<file path="config.mk">
export PLATFORM = sky130hd
export DESIGN_NAME = pipeline_hazard_ctrl_flat
export DESIGN_NICKNAME = d
export VERILOG_FILES = /design/src/rtl/pipeline_hazard_ctrl_pkg.sv /design/src/rtl/pipeline_hazard_ctrl_if.sv /design/src/rtl/pipeline_hazard_ctrl_tracker.sv /design/src/rtl/pipeline_hazard_ctrl.sv /design/src/flat_wrapper.sv
export SDC_FILE = /design/constraint.sdc
export NUM_CORES = 1
export LEC_CHECK = 0
export CAP_MARGIN = 30
export CORE_MARGIN = 4
export CORE_UTILIZATION = 45
export CTS_BUF_LIST = sky130_fd_sc_hd__clkbuf_8
export DETAILED_ROUTE_END_ITERATION = 8
export GPL_TIMING_DRIVEN = 0
export PLACE_DENSITY = 0.74
export SLEW_MARGIN = 20
export SYNTH_ARGS = -nofsm -noshare
export SYNTH_HDL_FRONTEND = slang
export SYNTH_HIERARCHICAL = 1
export SYNTH_SLANG_ARGS = --single-unit
</file>
<file path="constraint.sdc">
create_clock -name clk -period 2.5 [get_ports clk]
set_input_delay 0.375 -clock clk [delete_from_list [all_inputs] [get_ports clk]]
set_output_delay 0.375 -clock clk [all_outputs]
set_load 0.005 [all_outputs]
</file>
<file path="src/rtl/pipeline_hazard_ctrl_pkg.sv">
// Shared types and constants for the pipeline hazard controller.
`timescale 1ns/1ps
package pipeline_ctrl_pkg;

  typedef enum logic [1:0] {
    RUN    = 2'd0,
    DRAIN  = 2'd1,
    HALTED = 2'd2
  } state_e;

  localparam logic [1:0] FWD_REG = 2'b00;
  localparam logic [1:0] FWD_WB  = 2'b01;
  localparam logic [1:0] FWD_MEM = 2'b10;

  localparam logic [4:0] REG_ZERO = 5'd0;

  // Destination info carried by every tracked stage.
  typedef struct packed {
    logic       valid;
    logic [4:0] dest;
    logic       reg_write;
    logic       mem_read;
  } entry_t;

  // Source info carried only by the EX stage (for forwarding).
  typedef struct packed {
    logic [4:0] rs;
    logic [4:0] rt;
    logic       uses_rs;
    logic       uses_rt;
  } src_t;

  // True when entry e produces the value read through src; load_only
  // restricts the match to load instructions.
  function automatic logic entry_matches(input entry_t     e,
                                         input logic [4:0] src,
                                         input logic       uses,
                                         input logic       load_only);
    return e.valid & e.reg_write & (e.dest != REG_ZERO) & (e.dest == src)
           & uses & (~load_only | e.mem_read);
  endfunction

endpackage

</file>
<file path="src/rtl/pipeline_hazard_ctrl_if.sv">
// Datapath <-> hazard controller bundle.
`timescale 1ns/1ps
interface pipeline_hazard_ctrl_if #(
  parameter int unsigned CNT_W = 16
);
  logic             id_valid;
  logic [4:0]       id_rs;
  logic [4:0]       id_rt;
  logic             id_uses_rs;
  logic             id_uses_rt;
  logic [4:0]       id_dest;
  logic             id_reg_write;
  logic             id_mem_read;
  logic             id_jump;
  logic             ex_jump_reg;
  logic             mem_branch_taken;
  logic             halt_req;
  logic             pc_enable;
  logic             if_id_enable;
  logic             if_id_flush;
  logic             id_ex_flush;
  logic             ex_mem_flush;
  logic [1:0]       fwd_a_sel;
  logic [1:0]       fwd_b_sel;
  logic             halted;
  logic [CNT_W-1:0] stall_cycles;
  logic [CNT_W-1:0] flush_events;

  // Datapath side.
  modport master (
    output id_valid, id_rs, id_rt, id_uses_rs, id_uses_rt, id_dest,
           id_reg_write, id_mem_read, id_jump, ex_jump_reg,
           mem_branch_taken, halt_req,
    input  pc_enable, if_id_enable, if_id_flush, id_ex_flush, ex_mem_flush,
           fwd_a_sel, fwd_b_sel, halted, stall_cycles, flush_events
  );

  // Controller side.
  modport slave (
    input  id_valid, id_rs, id_rt, id_uses_rs, id_uses_rt, id_dest,
           id_reg_write, id_mem_read, id_jump, ex_jump_reg,
           mem_branch_taken, halt_req,
    output pc_enable, if_id_enable, if_id_flush, id_ex_flush, ex_mem_flush,
           fwd_a_sel, fwd_b_sel, halted, stall_cycles, flush_events
  );
endinterface

</file>
<file path="src/rtl/pipeline_hazard_ctrl_tracker.sv">
// Shadow copy of EX/MEM/WB destination info with flush-aware valid bits.
`timescale 1ns/1ps
module pipe_dest_tracker
  import pipeline_ctrl_pkg::*;
(
  input  logic       clk_i,
  input  logic       rst_ni,
  input  logic       id_valid_i,
  input  logic [4:0] id_rs_i,
  input  logic [4:0] id_rt_i,
  input  logic       id_uses_rs_i,
  input  logic       id_uses_rt_i,
  input  logic [4:0] id_dest_i,
  input  logic       id_reg_write_i,
  input  logic       id_mem_read_i,
  input  logic       id_ex_flush_i,
  input  logic       ex_mem_flush_i,
  output logic [2:0] valid_o,        // {WB, MEM, EX}
  output logic       ex_load_use_o,  // EX load feeds an ID source
  output logic       any_match_id_o, // any stage feeds an ID source
  output logic       mem_fwd_a_o,
  output logic       mem_fwd_b_o,
  output logic       wb_fwd_a_o,
  output logic       wb_fwd_b_o
);

  entry_t ex_q, ex_d, mem_q, mem_d, wb_q, wb_d;
  src_t   ex_src_q, ex_src_d;

  // Next-state of the shift chain; flushes clear only the valid bit.
  always_comb begin
    ex_d           = '{valid:     id_valid_i & ~id_ex_flush_i,
                       dest:      id_dest_i,
                       reg_write: id_reg_write_i,
                       mem_read:  id_mem_read_i};
    ex_src_d       = '{rs: id_rs_i, rt: id_rt_i,
                       uses_rs: id_uses_rs_i, uses_rt: id_uses_rt_i};
    mem_d          = ex_q;
    mem_d.valid    = ex_q.valid & ~ex_mem_flush_i;
    wb_d           = mem_q;
  end

  // Stage registers.
  always_ff @(posedge clk_i or negedge rst_ni) begin
    if (!rst_ni) begin
      ex_q     <= '0;
      ex_src_q <= '0;
      mem_q    <= '0;
      wb_q     <= '0;
    end else begin
      ex_q     <= ex_d;
      ex_src_q <= ex_src_d;
      mem_q    <= mem_d;
      wb_q     <= wb_d;
    end
  end

  // Match outputs toward the ID and EX consumers.
  always_comb begin
    valid_o        = {wb_q.valid, mem_q.valid, ex_q.valid};
    ex_load_use_o  = entry_matches(ex_q,  id_rs_i, id_uses_rs_i, 1'b1)
                   | entry_matches(ex_q,  id_rt_i, id_uses_rt_i, 1'b1);
    any_match_id_o = entry_matches(ex_q,  id_rs_i, id_uses_rs_i, 1'b0)
                   | entry_matches(ex_q,  id_rt_i, id_uses_rt_i, 1'b0)
                   | entry_matches(mem_q, id_rs_i, id_uses_rs_i, 1'b0)
                   | entry_matches(mem_q, id_rt_i, id_uses_rt_i, 1'b0)
                   | entry_matches(wb_q,  id_rs_i, id_uses_rs_i, 1'b0)
                   | entry_matches(wb_q,  id_rt_i, id_uses_rt_i, 1'b0);
    mem_fwd_a_o    = entry_matches(mem_q, ex_src_q.rs, ex_src_q.uses_rs, 1'b0);
    mem_fwd_b_o    = entry_matches(mem_q, ex_src_q.rt, ex_src_q.uses_rt, 1'b0);
    wb_fwd_a_o     = entry_matches(wb_q,  ex_src_q.rs, ex_src_q.uses_rs, 1'b0);
    wb_fwd_b_o     = entry_matches(wb_q,  ex_src_q.rt, ex_src_q.uses_rt, 1'b0);
  end

endmodule

</file>
<file path="src/rtl/pipeline_hazard_ctrl.sv">
// 5-stage MIPS pipeline sequencer: stalls, flushes, forwarding, debug halt.
`timescale 1ns/1ps
module pipeline_hazard_ctrl
  import pipeline_ctrl_pkg::*;
#(
  parameter bit          FWD_ENABLE = 1'b1,
  parameter int unsigned CNT_W      = 16
) (
  input  logic                  clk,
  input  logic                  reset,
  pipeline_hazard_ctrl_if.slave bus
);

  localparam logic [CNT_W-1:0] CNT_ONE = {{(CNT_W-1){1'b0}}, 1'b1};

  state_e           state_q, state_d;
  logic [CNT_W-1:0] stall_q, stall_d, flush_q, flush_d;
  logic [2:0]       trk_valid;
  logic             ex_load_use, any_match_id;
  logic             mem_fwd_a, mem_fwd_b, wb_fwd_a, wb_fwd_b;
  logic             hazard, stall_evt, flush_evt;
  logic             pc_en, ifid_en, ifid_fl, idex_fl, exmem_fl, halted;
  logic [1:0]       fwd_a, fwd_b;

  pipe_dest_tracker u_tracker (
    .clk_i          (clk),
    .rst_ni         (reset),
    .id_valid_i     (bus.id_valid),
    .id_rs_i        (bus.id_rs),
    .id_rt_i        (bus.id_rt),
    .id_uses_rs_i   (bus.id_uses_rs),
    .id_uses_rt_i   (bus.id_uses_rt),
    .id_dest_i      (bus.id_dest),
    .id_reg_write_i (bus.id_reg_write),
    .id_mem_read_i  (bus.id_mem_read),
    .id_ex_flush_i  (idex_fl),
    .ex_mem_flush_i (exmem_fl),
    .valid_o        (trk_valid),
    .ex_load_use_o  (ex_load_use),
    .any_match_id_o (any_match_id),
    .mem_fwd_a_o    (mem_fwd_a),
    .mem_fwd_b_o    (mem_fwd_b),
    .wb_fwd_a_o     (wb_fwd_a),
    .wb_fwd_b_o     (wb_fwd_b)
  );

  assign hazard = ex_load_use | (!FWD_ENABLE && any_match_id);

  // Operand forwarding selects; the younger MEM result wins over WB.
  always_comb begin
    fwd_a = FWD_REG;
    fwd_b = FWD_REG;
    if (FWD_ENABLE) begin
      if (mem_fwd_a)     fwd_a = FWD_MEM;
      else if (wb_fwd_a) fwd_a = FWD_WB;
      if (mem_fwd_b)     fwd_b = FWD_MEM;
      else if (wb_fwd_b) fwd_b = FWD_WB;
    end
  end

  // Sequencer next-state and stall/flush outputs.
  always_comb begin
    state_d   = state_q;
    pc_en     = 1'b1;
    ifid_en   = 1'b1;
    ifid_fl   = 1'b0;
    idex_fl   = 1'b0;
    exmem_fl  = 1'b0;
    halted    = 1'b0;
    stall_evt = 1'b0;
    flush_evt = 1'b0;
    unique case (state_q)
      RUN: begin
        if (bus.halt_req) state_d = DRAIN;
        if (bus.mem_branch_taken) begin
          ifid_fl   = 1'b1;
          idex_fl   = 1'b1;
          exmem_fl  = 1'b1;
          flush_evt = 1'b1;
        end else if (bus.ex_jump_reg) begin
          ifid_fl   = 1'b1;
          idex_fl   = 1'b1;
          flush_evt = 1'b1;
        end else if (hazard) begin
          pc_en     = 1'b0;
          ifid_en   = 1'b0;
          idex_fl   = 1'b1;
          stall_evt = 1'b1;
        end else if (bus.id_jump) begin
          ifid_fl   = 1'b1;
          flush_evt = 1'b1;
        end
      end
      DRAIN: begin
        pc_en   = 1'b0;
        ifid_en = 1'b0;
        idex_fl = 1'b1;
        if (!bus.halt_req)       state_d = RUN;
        else if (trk_valid == '0) state_d = HALTED;
        // Redirects already in flight must still land in the PC.
        if (bus.mem_branch_taken) begin
          pc_en     = 1'b1;
          ifid_fl   = 1'b1;
          exmem_fl  = 1'b1;
          flush_evt = 1'b1;
        end else if (bus.ex_jump_reg) begin
          pc_en     = 1'b1;
          ifid_fl   = 1'b1;
          flush_evt = 1'b1;
        end
      end
      HALTED: begin
        pc_en   = 1'b0;
        ifid_en = 1'b0;
        halted  = 1'b1;
        if (!bus.halt_req) state_d = RUN;
      end
      default: state_d = RUN;
    endcase
  end

  // Saturating performance counters.
  always_comb begin
    stall_d = stall_q;
    flush_d = flush_q;
    if (stall_evt && (stall_q != '1)) stall_d = stall_q + CNT_ONE;
    if (flush_evt && (flush_q != '1)) flush_d = flush_q + CNT_ONE;
  end

  // State and counter registers.
  always_ff @(posedge clk or negedge reset) begin
    if (!reset) begin
      state_q <= RUN;
      stall_q <= '0;
      flush_q <= '0;
    end else begin
      state_q <= state_d;
      stall_q <= stall_d;
      flush_q <= flush_d;
    end
  end

  assign bus.pc_enable    = pc_en;
  assign bus.if_id_enable = ifid_en;
  assign bus.if_id_flush  = ifid_fl;
  assign bus.id_ex_flush  = idex_fl;
  assign bus.ex_mem_flush = exmem_fl;
  assign bus.fwd_a_sel    = fwd_a;
  assign bus.fwd_b_sel    = fwd_b;
  assign bus.halted       = halted;
  assign bus.stall_cycles = stall_q;
  assign bus.flush_events = flush_q;

endmodule

</file>
<file path="src/flat_wrapper.sv">
// flat-port wrapper written by rule: the top's interface ports become plain ports
module pipeline_hazard_ctrl_flat import pipeline_ctrl_pkg::*;
#(
  parameter bit          FWD_ENABLE = 1'b1,
  parameter int unsigned CNT_W      = 16
)
  (clk, reset, bus_id_valid, bus_id_rs, bus_id_rt, bus_id_uses_rs, bus_id_uses_rt, bus_id_dest, bus_id_reg_write, bus_id_mem_read, bus_id_jump, bus_ex_jump_reg, bus_mem_branch_taken, bus_halt_req, bus_pc_enable, bus_if_id_enable, bus_if_id_flush, bus_id_ex_flush, bus_ex_mem_flush, bus_fwd_a_sel, bus_fwd_b_sel, bus_halted, bus_stall_cycles, bus_flush_events);
  pipeline_hazard_ctrl_if #(.CNT_W(CNT_W)) bus_i ();
  input  logic clk;
  input  logic reset;
  input wire logic [$bits(bus_i.id_valid)-1:0] bus_id_valid;
  input wire logic [$bits(bus_i.id_rs)-1:0] bus_id_rs;
  input wire logic [$bits(bus_i.id_rt)-1:0] bus_id_rt;
  input wire logic [$bits(bus_i.id_uses_rs)-1:0] bus_id_uses_rs;
  input wire logic [$bits(bus_i.id_uses_rt)-1:0] bus_id_uses_rt;
  input wire logic [$bits(bus_i.id_dest)-1:0] bus_id_dest;
  input wire logic [$bits(bus_i.id_reg_write)-1:0] bus_id_reg_write;
  input wire logic [$bits(bus_i.id_mem_read)-1:0] bus_id_mem_read;
  input wire logic [$bits(bus_i.id_jump)-1:0] bus_id_jump;
  input wire logic [$bits(bus_i.ex_jump_reg)-1:0] bus_ex_jump_reg;
  input wire logic [$bits(bus_i.mem_branch_taken)-1:0] bus_mem_branch_taken;
  input wire logic [$bits(bus_i.halt_req)-1:0] bus_halt_req;
  output wire logic [$bits(bus_i.pc_enable)-1:0] bus_pc_enable;
  output wire logic [$bits(bus_i.if_id_enable)-1:0] bus_if_id_enable;
  output wire logic [$bits(bus_i.if_id_flush)-1:0] bus_if_id_flush;
  output wire logic [$bits(bus_i.id_ex_flush)-1:0] bus_id_ex_flush;
  output wire logic [$bits(bus_i.ex_mem_flush)-1:0] bus_ex_mem_flush;
  output wire logic [$bits(bus_i.fwd_a_sel)-1:0] bus_fwd_a_sel;
  output wire logic [$bits(bus_i.fwd_b_sel)-1:0] bus_fwd_b_sel;
  output wire logic [$bits(bus_i.halted)-1:0] bus_halted;
  output wire logic [$bits(bus_i.stall_cycles)-1:0] bus_stall_cycles;
  output wire logic [$bits(bus_i.flush_events)-1:0] bus_flush_events;
  assign bus_i.id_valid = bus_id_valid;
  assign bus_i.id_rs = bus_id_rs;
  assign bus_i.id_rt = bus_id_rt;
  assign bus_i.id_uses_rs = bus_id_uses_rs;
  assign bus_i.id_uses_rt = bus_id_uses_rt;
  assign bus_i.id_dest = bus_id_dest;
  assign bus_i.id_reg_write = bus_id_reg_write;
  assign bus_i.id_mem_read = bus_id_mem_read;
  assign bus_i.id_jump = bus_id_jump;
  assign bus_i.ex_jump_reg = bus_ex_jump_reg;
  assign bus_i.mem_branch_taken = bus_mem_branch_taken;
  assign bus_i.halt_req = bus_halt_req;
  assign bus_pc_enable = bus_i.pc_enable;
  assign bus_if_id_enable = bus_i.if_id_enable;
  assign bus_if_id_flush = bus_i.if_id_flush;
  assign bus_id_ex_flush = bus_i.id_ex_flush;
  assign bus_ex_mem_flush = bus_i.ex_mem_flush;
  assign bus_fwd_a_sel = bus_i.fwd_a_sel;
  assign bus_fwd_b_sel = bus_i.fwd_b_sel;
  assign bus_halted = bus_i.halted;
  assign bus_stall_cycles = bus_i.stall_cycles;
  assign bus_flush_events = bus_i.flush_events;
  pipeline_hazard_ctrl #(.FWD_ENABLE(FWD_ENABLE), .CNT_W(CNT_W)) u_core (.clk(clk), .reset(reset), .bus(bus_i));
endmodule
</file>
== Word-level counts from Yosys, hierarchy flattened ==
Cells that the tools add are included.

* $add $sub $neg: 2
* Equality and inequality tests: 13
* Multiplexer cells: 31
* Bitwise logic cells: 25
* Reduce and logical (&&, ||, !) cells: 10

{| class="wikitable"
|+ Operators with widths
! kind !! number
|-
| adder 16 x 1 -> 16 bit (second input constant) || 2
|-
| inequality test 16 bit (second input constant) || 2
|-
| == test 5 bit || 6
|-
| bitwise AND 1 bit || 22
|-
| two-way mux 1 bit || 20
|-
| nonzero test 5 bit || 3
|-
| two-way mux 2 bit || 6
|-
| case mux 1 bit (2 select lines) || 3
|-
| case mux 2 bit (3 select lines) || 1
|-
| inequality test 2 bit (second input constant) || 2
|-
| OR reduction 2 bit || 2
|-
| zero test 3 bit || 1
|-
| inequality test 3 x 2 -> 1 bit (second input constant) || 1
|-
| case mux 1 bit (3 select lines) || 1
|-
| AND reduction 3 bit || 1
|-
| == test 2 x 1 -> 1 bit (second input constant) || 1
|-
| == test 2 bit (second input constant) || 1
|-
| logical AND 1 bit || 2
|-
| zero test 2 bit || 1
|-
| NOT 1 bit || 2
|-
| OR 1 bit || 1
|}

* Register bits: 68
* Input port bits: 26
* Output and inout bits: 42
* Logic and storage cells: 98

== Depth between registers and ports, before layout ==
Gate-level depths: netlist of run 1.

* Word-level depth: 12
* Gate-level depth with buffers: 11

== Modules after synthesis ==
Netlist of run 1, hierarchy kept.

{| class="wikitable"
|+ Modules (own cells, without submodules)
! module !! instances !! cells each !! area each (um2)
|-
| pipeline_hazard_ctrl || 1 || 170 || 1,712.9
|-
| pipe_dest_tracker || 1 || 135 || 1,609.0
|}

== Worst setup path after synthesis of run 1 ==
Ideal clock, no wire load.

* Path type: register -> register
* From: register u_core/u_tracker/ex_q[3] (netlist bit)
* To: register u_core.flush_q[10], in the netlist u_core/bus.flush_events[10]
* Setup time: 0.119 ns
* Arrival: 2.434 ns
* Data required time: 2.381 ns
* Path slack: -0.053 ns
* Cell stages (with the launch flop): 10
* Buffers on the path: 0
* Cell sequence: dfrtp_1 -> or4_1 -> o211ai_1 -> a21o_1 -> nor2_1 -> or3b_1 -> a2111o_1 -> nor2_1 -> o211ai_1 -> o21a_1

* Longest elaborated chain between the ends: 11

{| class="wikitable"
|+ Ends and longest elaborated chain
! element !! line !! RTL
|-
| from (decl) || pipeline_hazard_ctrl_tracker.sv:27 || <nowiki>entry_t ex_q, ex_d, mem_q, mem_d, wb_q, wb_d;</nowiki>
|-
| from (signal assigned) || pipeline_hazard_ctrl_tracker.sv:46 || <nowiki>ex_q <= '0;</nowiki>
|-
| from (signal assigned) || pipeline_hazard_ctrl_tracker.sv:51 || <nowiki>ex_q <= ex_d;</nowiki>
|-
| nonzero test 5 bit || - ||
|-
| bitwise AND 1 bit (3 in a row) || - ||
|-
| bitwise AND 1 bit || pipeline_hazard_ctrl_pkg.sv:40 || <nowiki>& uses & (~load_only | e.mem_read);</nowiki>
|-
| OR 1 bit (*) || pipeline_hazard_ctrl_tracker.sv:62 || <nowiki>| entry_matches(ex_q, id_rt_i, id_uses_rt_i, 1'b1);</nowiki>
|-
| net u_core.ex_load_use || pipeline_hazard_ctrl.sv:19 || <nowiki>logic ex_load_use, any_match_id;</nowiki>
|-
| two-way mux 1 bit (*) || pipeline_hazard_ctrl.sv:84 || <nowiki>end else if (hazard) begin</nowiki>
|-
| two-way mux 1 bit (*) || pipeline_hazard_ctrl.sv:80 || <nowiki>end else if (bus.ex_jump_reg) begin</nowiki>
|-
| two-way mux 1 bit (*) || pipeline_hazard_ctrl.sv:75 || <nowiki>if (bus.mem_branch_taken) begin</nowiki>
|-
| case mux 1 bit (2 select lines) (*) || pipeline_hazard_ctrl.sv:72 || <nowiki>unique case (state_q)</nowiki>
|-
| logical AND 1 bit (*) || pipeline_hazard_ctrl.sv:127 || <nowiki>if (flush_evt && (flush_q != '1)) flush_d = flush_q + CNT_ONE;</nowiki>
|-
| to (signal assigned) || pipeline_hazard_ctrl.sv:139 || <nowiki>flush_q <= flush_d;</nowiki>
|-
| to (decl) || pipeline_hazard_ctrl.sv:17 || <nowiki>logic [CNT_W-1:0] stall_q, stall_d, flush_q, flush_d;</nowiki>
|}

The timed path passes the listed nets; every way through them passes the cells marked *.
A chain may end at the register's enable or synchronous reset.

== Final worst setup path of run 1 ==
* From: register u_core/u_tracker/ex_q[3] (netlist bit)
* To: output port bus_if_id_flush

* Longest elaborated chain between the ends: 10

{| class="wikitable"
|+ Ends and longest elaborated chain
! element !! line !! RTL
|-
| nonzero test 5 bit || - ||
|-
| bitwise AND 1 bit (3 in a row) || - ||
|-
| bitwise AND 1 bit || pipeline_hazard_ctrl_pkg.sv:40 ||
|-
| OR 1 bit (*) || pipeline_hazard_ctrl_tracker.sv:62 ||
|-
| net u_core.ex_load_use || pipeline_hazard_ctrl.sv:19 ||
|-
| two-way mux 1 bit (*) || pipeline_hazard_ctrl.sv:84 ||
|-
| two-way mux 1 bit (*) || pipeline_hazard_ctrl.sv:80 ||
|-
| two-way mux 1 bit (*) || pipeline_hazard_ctrl.sv:75 ||
|-
| case mux 1 bit (2 select lines) (*) || pipeline_hazard_ctrl.sv:72 ||
|-
| to (decl) || flat_wrapper.sv:25 || <nowiki>output wire logic [$bits(bus_i.if_id_flush)-1:0] bus_if_id_flush;</nowiki>
|}

Marked as above.

==> results.sh, run 1 <==
export IMPL_hold_viol_final=0
export IMPL_ioPinCount=68
export IMPL_cts_path_max_buffers=2
export IMPL_fin_ws_ps=-213
export IMPL_skew_ps=6.59
export IMPL_syn2layout_area_growth_pct=44.3
export IMPL_cts_buffers=9
export IMPL_clockRootBuffer="clkbuf_8"
export IMPL_netlist_area_um2=3080
export IMPL_status="complete, but fails checks"
export IMPL_synth_fp_nets=302
export IMPL_critPathMaxFanout=3
export IMPL_period_needed_ps=2710
export IMPL_rows=29
export IMPL_dr_wl_met2_um=3600
export IMPL_critical_path_required_ps=2120
export IMPL_die_y_um=90.8
export IMPL_max_freq_ghz=0.369
export IMPL_via_per_inst=5.15
export IMPL_clock_sinks=68
export IMPL_cts_tree="yes"
export IMPL_finalCritPeriodShare=1.09
export IMPL_clkLatencyLatePin_ps=330
export IMPL_synthCells=274
export IMPL_wl_met1_um=3290
export IMPL_grt_overflow=0
export IMPL_final_common_cell="dfrtp_1"
export IMPL_critical_path_class="reg -> out"
export IMPL_switching_share=0.278
export IMPL_seqPwrFrac=0.490
export IMPL_tightest_slew_ps=662
export IMPL_post_route_drc_count=0
export IMPL_drt_first_pass_iters=4
export IMPL_routed_wl_um=7190
export IMPL_p_switching_uw=751
export IMPL_endpoint_kind="primary output"
export IMPL_hold_class="reg -> reg"
export IMPL_clkSlewWorstSetupHoldPaths_ps=70
export IMPL_cap_violations=0
export IMPL_routed_top_layer="met4"
export IMPL_dieArea_um2=8240
export IMPL_place_hpwl_um=4960
export IMPL_power_internal_mw=1.96
export IMPL_nFillCells=468
export IMPL_grt_max_degree=55
export IMPL_antenna_found_initial=0
export IMPL_n_antenna_cell=0
export IMPL_grt_pass1_wl_um=12100
export IMPL_grt_pass1_vias=2461
export IMPL_gp_congestion=0.798
export IMPL_final_layout_size_suffix_gt1_frac=0.254
export IMPL_power_frac_comb=0.224
export IMPL_synth_area_per_cell_um2=11.3
export IMPL_p_per_area_nw_per_um2=608
export IMPL_vias=2342
export IMPL_initial_utilization=0.475
export IMPL_p_leak_nw=1.95
export IMPL_ys_warn_count=6
export IMPL_post_place_ws_ps=-665
export IMPL_gr_usage_all_layers=0.183
export IMPL_final_cell_mix="68 x dfrtp_1, 58 x clkdlybuf4s50_1, 33 x xnor2_1, 21 x xor2_1, 19 x buf_4"
export IMPL_dr_wl_met3_um=230
export IMPL_slew_viol_final=0
export IMPL_setup_viol=31
export IMPL_die_w_um=90.8
export IMPL_cp_start_kind="register"
export IMPL_portBuffers=67
export IMPL_ant_nets=0
export IMPL_worst_ep_arrival_time_ps=2340
export IMPL_vdd_drop_max_v=0.000684
export IMPL_violations="setup timing"
export IMPL_initialDrtViolationCount=77
export IMPL_slew_headroom=0.557
export IMPL_wl_per_cell_um=15.8
export IMPL_final_nets=402
export IMPL_postLayoutCoreUtil=0.685
export IMPL_cts_htree_levels=3
export IMPL_coreArea_um2=6490
export IMPL_rsz0062_at_grt="yes"
export IMPL_clkPwrFrac=0.285
[routing by layer]
layer	track usage	vias up
met5	0	-
met2	0.295	48
met4	0.0691	0
li1	-	1137
met3	0.0433	6
met1	0.241	1151
[stage by stage]
stage	power, mW	std cells	hold slack, ps	setup TNS [ps]	area (um2)
final	2.71	455	369	-3440	4450
after global placement	1.83	418	355	-86870	3850
after CTS	2.71	452	371	-3540	4330
after global routing	2.84	455	376	-7050	4450
after detailed placement	1.85	419	253	-11240	3880
after floorplan	1.56	274	79.4	0	3080
[final cells by class]
class | count | area (um2) | share of cell area
timing repair buffer | 89 | 860 | 0.193
clock inverter | 4 | 17.5 | 0.00394
inverter | 5 | 18.8 | 0.00422
clock buffer | 11 | 151 | 0.0340
tap | 77 | 96.3 | 0.0217
buffer | 18 | 126 | 0.0284
multi-input combinational | 183 | 1480 | 0.332
sequential | 68 | 1700 | 0.382
[critical path, cell delays in order, from the launching register on]
cell	delay, ps
dfrtp_1	410
or4_4	530
o211ai_1	190
a21o_1	150
nor2_4	50
or3b_4	390
a21oi_4	160
buf_2	140
[flip-flops by register name (all words and copies together) (netlist names)]
signal	count
u_core/state_q	2
u_core/u_tracker/valid_o	3
u_core/bus.stall_cycles	16
u_core/u_tracker/ex_src_q	12
u_core/u_tracker/mem_q	6
u_core/u_tracker/wb_q	6
u_core/u_tracker/ex_q	7
u_core/bus.flush_events	16
[path summary, 6_finish.rpt]
| kind | from | end | slack [ps] | depth (start not counted) |
|---|---|---|---|---|
| setup / recovery | u_core/u_tracker/ex_q[3] | bus_if_id_flush | -210 | 7 |
| hold / removal | u_core/u_tracker/mem_q[2] | u_core/u_tracker/wb_q[2] | 370 | 0 |
| setup reg to reg | u_core/u_tracker/ex_q[3] | u_core/bus.flush_events[12] | -200 | 9 |
| hold reg to reg | u_core/u_tracker/mem_q[2] | u_core/u_tracker/wb_q[2] | 370 | 0 |
| max in group asynchronous | reset | u_core/u_tracker/valid_o[1] | 1540 | 3 |
| min in group asynchronous | reset | u_core/bus.flush_events[15] | 450 | 2 |
[power groups by stage]
stage          sequential [mW]  combinational [mW]  clock [mW]
2_1_floorplan             1.31               0.242           0
3_3_place_gp              1.33               0.500           0
3_5_place_dp              1.34               0.515           0
4_1_cts                   1.32               0.596       0.792
5_1_grt                   1.34               0.657       0.837
6_report                  1.33               0.607       0.772
[repair_timing]
action | 4_1_cts | 5_1_grt
pin swaps | 24 | 19
setup endpoints to repair | 26 | 38
resized for setup | 63 | 23
endpoints found under the hold margin | 14 | 0
gates cloned | 2 | 0
hold buffers | 1 | 0
buffers inserted | 15 | 3
(Power assumes the default switching activity.)
==> run 2, diff against run 1 <==
--- a/config.mk
+++ b/config.mk
@@ -5,13 +5,14 @@
 export SDC_FILE = /design/constraint.sdc
 export NUM_CORES = 1
 export LEC_CHECK = 0
+export ABC_AREA = 1
 export CAP_MARGIN = 30
 export CORE_MARGIN = 4
 export CORE_UTILIZATION = 45
 export CTS_BUF_LIST = sky130_fd_sc_hd__clkbuf_8
 export DETAILED_ROUTE_END_ITERATION = 8
 export GPL_TIMING_DRIVEN = 0
-export PLACE_DENSITY = 0.74
+export PLACE_DENSITY = 0.72
 export SLEW_MARGIN = 20
 export SYNTH_ARGS = -nofsm -noshare
 export SYNTH_HDL_FRONTEND = slang
==> results.sh, run 2 <==
export IMPL_status="finished, final reports clean"
export IMPL_period_needed_ps=2350
export IMPL_clockRootBuffer="clkbuf_8"
export IMPL_final_nets=584
export IMPL_cts_htree_levels=3
export IMPL_grt_pass1_wl_um=14300
export IMPL_dieArea_um2=9820
export IMPL_slew_viol_final=0
export IMPL_cts_tree="yes"
export IMPL_critPathSlowestCell="dfrtp_1"
export IMPL_worst_ep_arrival_time_ps=1970
export IMPL_gr_usage_all_layers=0.177
export IMPL_vias=3270
export IMPL_finalHoldWorstSlack_ps=365
export IMPL_antenna_found_initial=0
export IMPL_vdd_drop_max_v=0.000459
export IMPL_synth_fp_nets=503
export IMPL_final_layout_size_suffix_gt1_frac=0.131
export IMPL_crit_chain="nor2_2 -> nand3_2 -> nand2_4 -> nor4_2 -> buf_4 -> clkdlybuf4s50_1"
export IMPL_final_cell_mix="171 x nand2_1, 68 x dfrtp_1, 61 x clkdlybuf4s50_1, 53 x nor2_1, 47 x inv_1"
export IMPL_cp_top_family="buffers and inverters"
export IMPL_rsz0062_at_grt="no"
export IMPL_drt_first_pass_iters=4
export IMPL_ioPinCount=68
export IMPL_cts_buffers=9
export IMPL_die_y_um=99.1
export IMPL_skew_ps=13.1
export IMPL_critical_path_depth=6
export IMPL_synth_area_per_cell_um2=7.87
export IMPL_grt_overflow=0
export IMPL_clock_sinks=68
export IMPL_whs_path_depth=1
export IMPL_reg2regPathDepth=13
export IMPL_gp_congestion=0.934
export IMPL_ant_nets=0
export IMPL_cp_start_kind="register"
export IMPL_wl_per_cell_um=12.9
export IMPL_p_leak_nw=2.19
export IMPL_hold_viol_final=0
export IMPL_crit_buf_inv=2
export IMPL_initialDrtViolationCount=187
export IMPL_netlist_area_um2=3740
export IMPL_grt_max_degree=59
export IMPL_initial_utilization=0.474
export IMPL_place_hpwl_um=6400
export IMPL_post_route_drc_count=0
export IMPL_tightest_slew_ps=326
export IMPL_max_freq_ghz=0.426
export IMPL_p_per_area_nw_per_um2=610
export IMPL_post_place_ws_ps=-406
export IMPL_final_area_um2=4780
export IMPL_fin_ws_ps=153
export IMPL_endpoint_kind="primary output"
export IMPL_clkSlewWorstSetupHoldPaths_ps=70
export IMPL_via_per_inst=4.95
export IMPL_n_antenna_cell=0
export IMPL_critical_path_required_ps=2120
export IMPL_critPathMaxFanout=5
export IMPL_portBuffers=67
export IMPL_cap_violations=0
export IMPL_synthCells=475
export IMPL_placed_area_um2=4560
export IMPL_clkLatencyLatePin_ps=340
export IMPL_final_cells=661
export IMPL_final_common_cell="nand2_1"
export IMPL_coreArea_um2=7890
export IMPL_setup_viol=0
export IMPL_finalCritPeriodShare=0.939
export IMPL_hold_class="in -> reg"
export IMPL_slew_headroom=0.783
export IMPL_cp_slowest_stage_delay_ps=480
export IMPL_rows=32
export IMPL_syn2layout_area_growth_pct=28.0
export IMPL_die_w_um=99.1
export IMPL_cts_path_max_buffers=2
export IMPL_grt_pass1_vias=3110
export IMPL_routed_wl_um=8520
export IMPL_placed_cells=645
export IMPL_critical_path_class="reg -> out"
export IMPL_ys_warn_count=6
## run 2: where the power goes
group	total, mW	internal [mW]	switching (mW)
clock	0.825	0.439	0.385
combinational	0.729	0.377	0.352
sequential	1.36	1.21	0.154
## run 2: final timing paths
kind                                                endpoint                      start  slack [ps]
worst max-delay path                        bus_fwd_b_sel[1]  u_core/u_tracker/mem_q[2]         150
worst min-delay path            u_core/u_tracker/ex_src_q[2]               bus_id_rt[0]         370
worst max register to register    u_core/bus.flush_events[5]   u_core/u_tracker/ex_q[5]         520
worst min register to register      u_core/u_tracker/wb_q[1]  u_core/u_tracker/mem_q[1]         370
max in group asynchronous        u_core/bus.stall_cycles[11]                      reset        1560
min in group asynchronous         u_core/bus.flush_events[5]                      reset         430
## run 2: worst reg2reg max path, cell delays in order, from the launching register on
cell,delay (ps)
dfrtp_1,450
xor2_1,190
nor2_1,110
nand3_1,90
nand2_1,90
nand2_2,60
nor2_4,140
inv_2,80
nand3_4,90
a21oi_4,60
buf_4,150
o21ai_2,100
buf_6,190
o21ai_1,70
## run 2: metrics by stage
step,utilization,setup TNS [ps],power (mW)
after floorplan,-,0,1.72
after global placement,0.575,-80880,2.08
after detailed placement,0.578,-1140,2.10
after CTS,0.602,0,2.92
after global routing,0.606,0,3.09
final,0.606,0,2.92
## run 2: timing repair
item | in CTS | in global routing
hold endpoints to repair | 10 | 0
hold buffers | 1 | 0
resized for setup | 8 | 12
pin swaps | 2 | 3
buffers inserted | 0 | 1
setup endpoints to repair | 4 | 4
## run 2: cell type report
type	count	area [um2]
plain buffers	14	128
clock buffers	9	124
clock inverters	5	47.5
fillers	697	3110
inverters	53	200
multi-input cells	340	1750
flip-flops and latches	68	1700
well taps	102	128
repair buffers	70	702
## run 2: per-layer routing
layer | track usage | vias up | part of all wire
li1 | - | 1638 | -
met1 | 0.230 | 1520 | 0.46
met2 | 0.292 | 99 | 0.48
met3 | 0.0421 | 13 | 0.047
met4 | 0.0536 | 0 | 0.016
met5 | 0 | - | 0
